--- src/rtl/i2c_arb_pkg.sv ---
`default_nettype none
// ============================================================================
// Module      : i2c_arb_pkg
// Description : Shared types and width constants for the I2C request arbiter.
// Revision    : 1.0 - initial release
// ============================================================================
package i2c_arb_pkg;

    localparam int NUM_REQ_DEFAULT = 4;
    localparam int ADDR_W          = 7;
    localparam int DATA_W          = 8;

    typedef enum logic [2:0] {
        IDLE      = 3'd0,
        ISSUE     = 3'd1,
        WAIT_DONE = 3'd2,
        RESP      = 3'd3,
        DRAIN     = 3'd4
    } state_type;

endpackage
`default_nettype wire

--- src/rtl/rr_pick.sv ---
`default_nettype none
// ============================================================================
// Module      : rr_pick
// Description : Combinational round-robin selector. Returns the first set
//               request bit at or after ptr, wrapping modulo N.
// Revision    : 1.0 - initial release
// ============================================================================
module rr_pick #(
    parameter int N     = 4,
    parameter int IDX_W = $clog2(N)
) (
    input  logic [N-1:0]     req,
    input  logic [IDX_W-1:0] ptr,
    output logic [N-1:0]     winner_oh,
    output logic [IDX_W-1:0] winner_idx,
    output logic             any
);

    // Scan N positions starting at ptr; the first hit wins
    always_comb begin
        int               kk;
        logic [IDX_W-1:0] idx;
        winner_oh  = '0;
        winner_idx = '0;
        any        = 1'b0;
        kk         = 0;
        idx        = '0;
        for (int i = 0; i < N; i++) begin
            kk = int'(ptr) + i;
            if (kk >= N) begin
                kk = kk - N;
            end
            idx = IDX_W'(kk);
            if (!any && req[idx]) begin
                any            = 1'b1;
                winner_idx     = idx;
                winner_oh[idx] = 1'b1;
            end
        end
    end

endmodule
`default_nettype wire

--- src/rtl/i2c_req_arbiter.sv ---
`default_nettype none
// ============================================================================
// Module      : i2c_req_arbiter
// Description : Shares one I2C master between NUM_REQ requesters with
//               round-robin arbitration and a transfer watchdog.
// Revision    : 1.0 - initial release
// ============================================================================
module i2c_req_arbiter
    import i2c_arb_pkg::*;
#(
    parameter int NUM_REQ     = NUM_REQ_DEFAULT,
    parameter int TIMEOUT_CYC = 400000
) (
    input  logic                      clk,
    input  logic                      rst,
    input  logic [NUM_REQ-1:0]        req,
    input  logic [NUM_REQ*ADDR_W-1:0] req_addr,
    input  logic [NUM_REQ-1:0]        req_op,
    input  logic [NUM_REQ*DATA_W-1:0] req_din,
    output logic [NUM_REQ-1:0]        gnt,
    output logic [NUM_REQ-1:0]        rsp_valid,
    output logic [DATA_W-1:0]         rsp_data,
    output logic                      rsp_err,
    output logic                      rsp_timeout,
    output logic                      m_newd,
    output logic [ADDR_W-1:0]         m_addr,
    output logic                      m_op,
    output logic [DATA_W-1:0]         m_din,
    input  logic                      m_busy,
    input  logic                      m_done,
    input  logic                      m_ack_err,
    input  logic [DATA_W-1:0]         m_dout
);

    localparam int          IDX_W    = $clog2(NUM_REQ);
    localparam logic [31:0] WDOG_MAX = 32'(TIMEOUT_CYC - 1);

    state_type          state_q, state_d;
    logic [NUM_REQ-1:0] gnt_q, gnt_d;
    logic [NUM_REQ-1:0] rsp_valid_q, rsp_valid_d;
    logic [DATA_W-1:0]  rsp_data_q, rsp_data_d;
    logic               rsp_err_q, rsp_err_d;
    logic               rsp_timeout_q, rsp_timeout_d;
    logic               m_newd_q, m_newd_d;
    logic [ADDR_W-1:0]  m_addr_q, m_addr_d;
    logic               m_op_q, m_op_d;
    logic [DATA_W-1:0]  m_din_q, m_din_d;
    logic [IDX_W-1:0]   ptr_q, ptr_d;
    logic [IDX_W-1:0]   win_q, win_d;
    logic [31:0]        wdog_q, wdog_d;

    logic [NUM_REQ-1:0] pick_oh;
    logic [IDX_W-1:0]   pick_idx;
    logic               pick_any;

    rr_pick #(
        .N     (NUM_REQ),
        .IDX_W (IDX_W)
    ) u_pick (
        .req        (req),
        .ptr        (ptr_q),
        .winner_oh  (pick_oh),
        .winner_idx (pick_idx),
        .any        (pick_any)
    );

    // Next-state and registered-output computation
    always_comb begin
        state_d       = state_q;
        gnt_d         = gnt_q;
        rsp_valid_d   = '0;
        rsp_data_d    = rsp_data_q;
        rsp_err_d     = rsp_err_q;
        rsp_timeout_d = rsp_timeout_q;
        m_newd_d      = 1'b0;
        m_addr_d      = m_addr_q;
        m_op_d        = m_op_q;
        m_din_d       = m_din_q;
        ptr_d         = ptr_q;
        win_d         = win_q;
        wdog_d        = wdog_q;
        case (state_q)
            IDLE: begin
                // Never start while the master still owns the bus
                if (!m_busy && pick_any) begin
                    gnt_d    = pick_oh;
                    win_d    = pick_idx;
                    m_addr_d = req_addr[int'(pick_idx)*ADDR_W +: ADDR_W];
                    m_op_d   = req_op[pick_idx];
                    m_din_d  = req_din[int'(pick_idx)*DATA_W +: DATA_W];
                    state_d  = ISSUE;
                end
            end
            ISSUE: begin
                m_newd_d = 1'b1;
                wdog_d   = '0;
                state_d  = WAIT_DONE;
            end
            WAIT_DONE: begin
                // Done takes priority over a watchdog expiring in the same cycle
                if (m_done) begin
                    rsp_data_d    = m_dout;
                    rsp_err_d     = m_ack_err;
                    rsp_timeout_d = 1'b0;
                    rsp_valid_d   = gnt_q;
                    state_d       = RESP;
                end else if (wdog_q >= WDOG_MAX) begin
                    rsp_data_d    = '0;
                    rsp_err_d     = 1'b1;
                    rsp_timeout_d = 1'b1;
                    rsp_valid_d   = gnt_q;
                    state_d       = RESP;
                end else begin
                    wdog_d = wdog_q + 32'd1;
                end
            end
            RESP: begin
                gnt_d   = '0;
                ptr_d   = (win_q == IDX_W'(NUM_REQ - 1)) ? '0 : win_q + IDX_W'(1);
                state_d = DRAIN;
            end
            DRAIN: begin
                // After a timeout the master may hold the bus for a long time
                if (!m_busy) begin
                    state_d = IDLE;
                end
            end
            default: begin
                state_d = IDLE;
            end
        endcase
    end

    // State and output registers with asynchronous reset
    always_ff @(posedge clk or posedge rst) begin
        if (rst) begin
            state_q       <= IDLE;
            gnt_q         <= '0;
            rsp_valid_q   <= '0;
            rsp_data_q    <= '0;
            rsp_err_q     <= 1'b0;
            rsp_timeout_q <= 1'b0;
            m_newd_q      <= 1'b0;
            m_addr_q      <= '0;
            m_op_q        <= 1'b0;
            m_din_q       <= '0;
            ptr_q         <= '0;
            win_q         <= '0;
            wdog_q        <= '0;
        end else begin
            state_q       <= state_d;
            gnt_q         <= gnt_d;
            rsp_valid_q   <= rsp_valid_d;
            rsp_data_q    <= rsp_data_d;
            rsp_err_q     <= rsp_err_d;
            rsp_timeout_q <= rsp_timeout_d;
            m_newd_q      <= m_newd_d;
            m_addr_q      <= m_addr_d;
            m_op_q        <= m_op_d;
            m_din_q       <= m_din_d;
            ptr_q         <= ptr_d;
            win_q         <= win_d;
            wdog_q        <= wdog_d;
        end
    end

    assign gnt         = gnt_q;
    assign rsp_valid   = rsp_valid_q;
    assign rsp_data    = rsp_data_q;
    assign rsp_err     = rsp_err_q;
    assign rsp_timeout = rsp_timeout_q;
    assign m_newd      = m_newd_q;
    assign m_addr      = m_addr_q;
    assign m_op        = m_op_q;
    assign m_din       = m_din_q;

endmodule
`default_nettype wire

--- config.mk ---
export PLATFORM = sky130hd
export DESIGN_NAME = i2c_req_arbiter
export DESIGN_NICKNAME = d
export VERILOG_FILES = /design/src/rtl/i2c_arb_pkg.sv /design/src/rtl/rr_pick.sv /design/src/rtl/i2c_req_arbiter.sv
export SDC_FILE = /design/constraint.sdc
export NUM_CORES = 1
export LEC_CHECK = 0
export CAP_MARGIN = 20
export CORE_ASPECT_RATIO = 0.5
export CORE_MARGIN = 10
export CORE_UTILIZATION = 48
export CTS_BUF_LIST = sky130_fd_sc_hd__clkbuf_16
export DETAILED_ROUTE_END_ITERATION = 12
export PLACE_DENSITY = 0.84
export SLEW_MARGIN = 15
export SYNTH_ARGS = -nofsm -noshare
export SYNTH_HDL_FRONTEND = slang
export SYNTH_HIERARCHICAL = 1
export SYNTH_SLANG_ARGS = --single-unit
export TNS_END_PERCENT = 50
--- constraint.sdc ---
create_clock -name clk -period 5.1 [get_ports clk]
set_clock_uncertainty 0.2 [all_clocks]
set_input_delay 1.02 -clock clk [delete_from_list [all_inputs] [get_ports clk]]
set_output_delay 1.02 -clock clk [all_outputs]
set_load 0.05 [all_outputs]
==> impl_metrics.csv <==
group,metric,value,unit
outcome,status,"completed",
cts,clk_pin_slew,0.06,ns
power,power.share.switching,41.75,%
sta,rsz0062_at_grt,"no",
cts,clk_latency,0.34,ns
sta,setup_viol,0,
placed_design,dpl.hpwl,7893,µm
worst_setup_path,endpoint_kind,"flop",
cts,cts_tree,"yes",
sta,relSlewSlack,36.74,%
sta,tns,0,ns
synthesis,syn-num-nets,443,
final_layout,fill_cells,563,
power,combPwrFrac,53.6,%
grt,grt_pass1_wl,17380,µm
placed_design,gp_congestion,0.8689,
power,clkPwrFrac,20.4,%
routing,dr.pass1.iters,4,
synthesis,synth_top_flop_cell,"dfrtp_1",
power,power_density,637.8,nW/µm²
synthesis,synth_edf_count,0,
grt,grt_use_total,17.12,%
routing,ant_nets,0,
power,power_leakage,2.286,nW
grt,grt-ovfl-total,0,
final_layout,syn_to_final_growth,40.04,%
final_layout,antenna_cells,0,
die,die_h,84.37,µm
grt,antenna_found_initial,0,
die,die_x,148.7,µm
synthesis,synthArstFlopShare,100.0,%
routing,wl_per_cell,18.39,µm
synthesis,syn_inst,355,
power,p_int,0.002070,W
cts,clock_sinks,74,
routing,drc,0,
synthesis,synthesis.area,3978,µm²
die,rows,23,
placed_design,portBuffers,115,
worst_setup_path,critPathKind,"in2reg",
synthesis,avgSynthCellArea,11.20,µm²
job,max-cap-violations,0,
routing,drtIter0Drc,366,
worst_setup_path,start_kind,"input pin",
final_layout,final_core_util,69.38,%
sta,fmax,255.7,MHz
die,core_area,8029,µm²
synthesis,synth-seq-cells,74,
routing,wirelength,10740,µm
cts,hold_buffers,0,
synthesis,ys_warn_count,6,
cts,cts-resized-gates,0,
final_layout,multi_input_comb_area,1981,µm²
routing,avgViaCountPerCell,5.640,
die,io_pins,116,
sta,fin_hold_ws,0.2893,ns
cts,clockBufferDepth,2,
hold_path,hold_class,"reg2reg",
cts,htreeDepth,3,
placed_design,place_ws,0.8003,ns
die,initial_core_util,49.54,%
die,die-area,12550,µm²
final_layout,drive_gt1_share,14.19,%
synthesis,ys_types,48,
synthesis,ys_seq_area_share,46.56,%
sta,drv_slew,0,
placed_design,dp_cells,567,
grt,grt_max_degree,45,
final_layout,fin_nets,555,
sta,hold_violations,0,
sta,tightest_slew,0.9475,ns
grt,grt_pass1_vias,3372,
power,irDropWorstVdd,0.0004065,V
worst_setup_path,worst-path-max-fanout,17,
sta,fin_crit,3.911,ns
sta,setup_slack,1.189,ns
power,p_sw,0.001483,W
sta,timing.final.crit_share,76.69,%
cts,cts_setup_buffers,0,
cts,clockRootBuffer,"clkbuf_16",
worst_setup_path,required,5.12,ns
routing,vias,3294,
power,p_seq_share,26.0,%
worst_setup_path,crit_arrival,3.93,ns
final_layout,final_cells,584,
final_layout,seqCellArea,1852,µm²
cts,cts_buffers,9,
## layout make-up
| type | instances | area share (%) |
|---|---|---|
| multi-input combinational | 246 | 35.56 |
| clock buffer | 9 | 4.043 |
| sequential | 74 | 33.24 |
| timing repair buffer | 120 | 21.47 |
| clock inverter | 7 | 2.089 |
| tap | 112 | 2.516 |
| inverter | 16 | 1.078 |
## cell usage in the layout (no fill, tap or decap), types with 4 or more instances in the layout
cell               n
nand2_1           32
inv_1             15
clkdlybuf4s50_1  115
a211o_1            4
and2_1            19
mux4_2            18
mux2i_1            4
a22o_1             8
ha_1               7
o211ai_1           5
nor4_1             5
nand3_1           17
buf_4              4
dfrtp_1           74
nor2_1            16
mux2_2            20
a21oi_1            9
nor3_1            10
o21ai_0           21
clkbuf_16          9
a22oi_1            8
or3_1              4
## stage by stage
stage	power [W]	area, µm²
after floorplan	0.002295	3978
after global placement	0.002771	5214
after detailed placement	0.002816	5214
after CTS	0.003570	5555
after global routing	0.003742	5570
final	0.003553	5570
## registers in the layout (all words and copies together) (netlist names)
register     count
m_newd           1
gnt              4
win_q            2
state_q          3
wdog_q          32
m_op             1
m_addr           7
rsp_timeout      1
rsp_err          1
rsp_valid        4
m_din            8
rsp_data         8
ptr_q            2
## critical path, cell delays in order
cell	delay (ns)
clkdlybuf4s50_1	0.49
mux4_2	0.66
nor3_1	0.32
a32o_1	0.75
mux4_2	0.42
mux2_2	0.27
## cells by family (layout without fill, tap and decap cells)
logic type	after synthesis	after routing	share of synthesized area, %
flip-flops	74	74	46.56
AND/OR/NAND/NOR	125	125	17.14
XOR/XNOR	4	4	0.8809
buffers and inverters	35	152	3.995
multiplexers	44	44	18.18
AO/OA/AOI/OAI	66	66	11.04
adder cells (fa/ha/maj)	7	7	2.202
## synth_stat cells (3+ instances only)
cell type,number,area [µm²]
buf_6,3,33.78
dfrtp_1,74,1852
nand2_1,32,120.1
nor2b_1,3,18.77
nand2b_1,3,18.77
clkbuf_1,10,37.54
nor4_1,5,31.28
mux2i_1,4,40.04
nand3_1,17,85.08
a22o_1,8,70.07
a22oi_1,8,60.06
ha_1,7,87.58
and2_1,19,118.9
nor2_1,16,60.06
a211o_1,4,35.03
o31ai_1,3,22.52
mux4_2,18,405.4
or3_1,4,25.02
o21ai_0,21,105.1
o211ai_1,5,37.54
inv_1,16,60.06
a21oi_1,9,45.04
mux2_2,20,225.2
nor3_1,10,50.05
buf_2,4,20.02
## layer usage
metal | vias up | part of all wire, % | track usage, %
li1 | 1533 | - | -
met1 | 1593 | 39 | 18.44
met2 | 138 | 51 | 29.90
met3 | 30 | 7.2 | 6.478
met4 | 0 | 3.0 | 6.997
met5 | - | 0 | 0
## power groups by stage
stage	Sequential [W]	Combinational [W]	Clock [W]
final	0.000923	0.00190	0.000726
after global routing	0.000946	0.00203	0.000766
after CTS	0.000921	0.00191	0.000740
after detailed placement	0.000926	0.00189	0
after global placement	0.000916	0.00186	0
after floorplan	0.00129	0.00101	0
## final timing paths
path | startpoint | endpoint | slack, ns | depth (start not counted)
worst max-delay path | req[3] | m_addr[1]$_DFFE_PP0P_ | 1.19 | 6
worst min-delay path | wdog_q[21]$_DFFE_PP0P_ | wdog_q[21]$_DFFE_PP0P_ | 0.29 | 1
worst max register to register | ptr_q[0]$_DFFE_PP0P_ | m_addr[1]$_DFFE_PP0P_ | 1.34 | 7
worst min register to register | wdog_q[21]$_DFFE_PP0P_ | wdog_q[21]$_DFFE_PP0P_ | 0.29 | 1
max in group asynchronous | rst | rsp_timeout$_DFFE_PP0P_ | 2.75 | 3
min in group asynchronous | rst | rsp_data[6]$_DFFE_PP0P_ | 1.02 | 2
(Power assumes the default switching activity.)
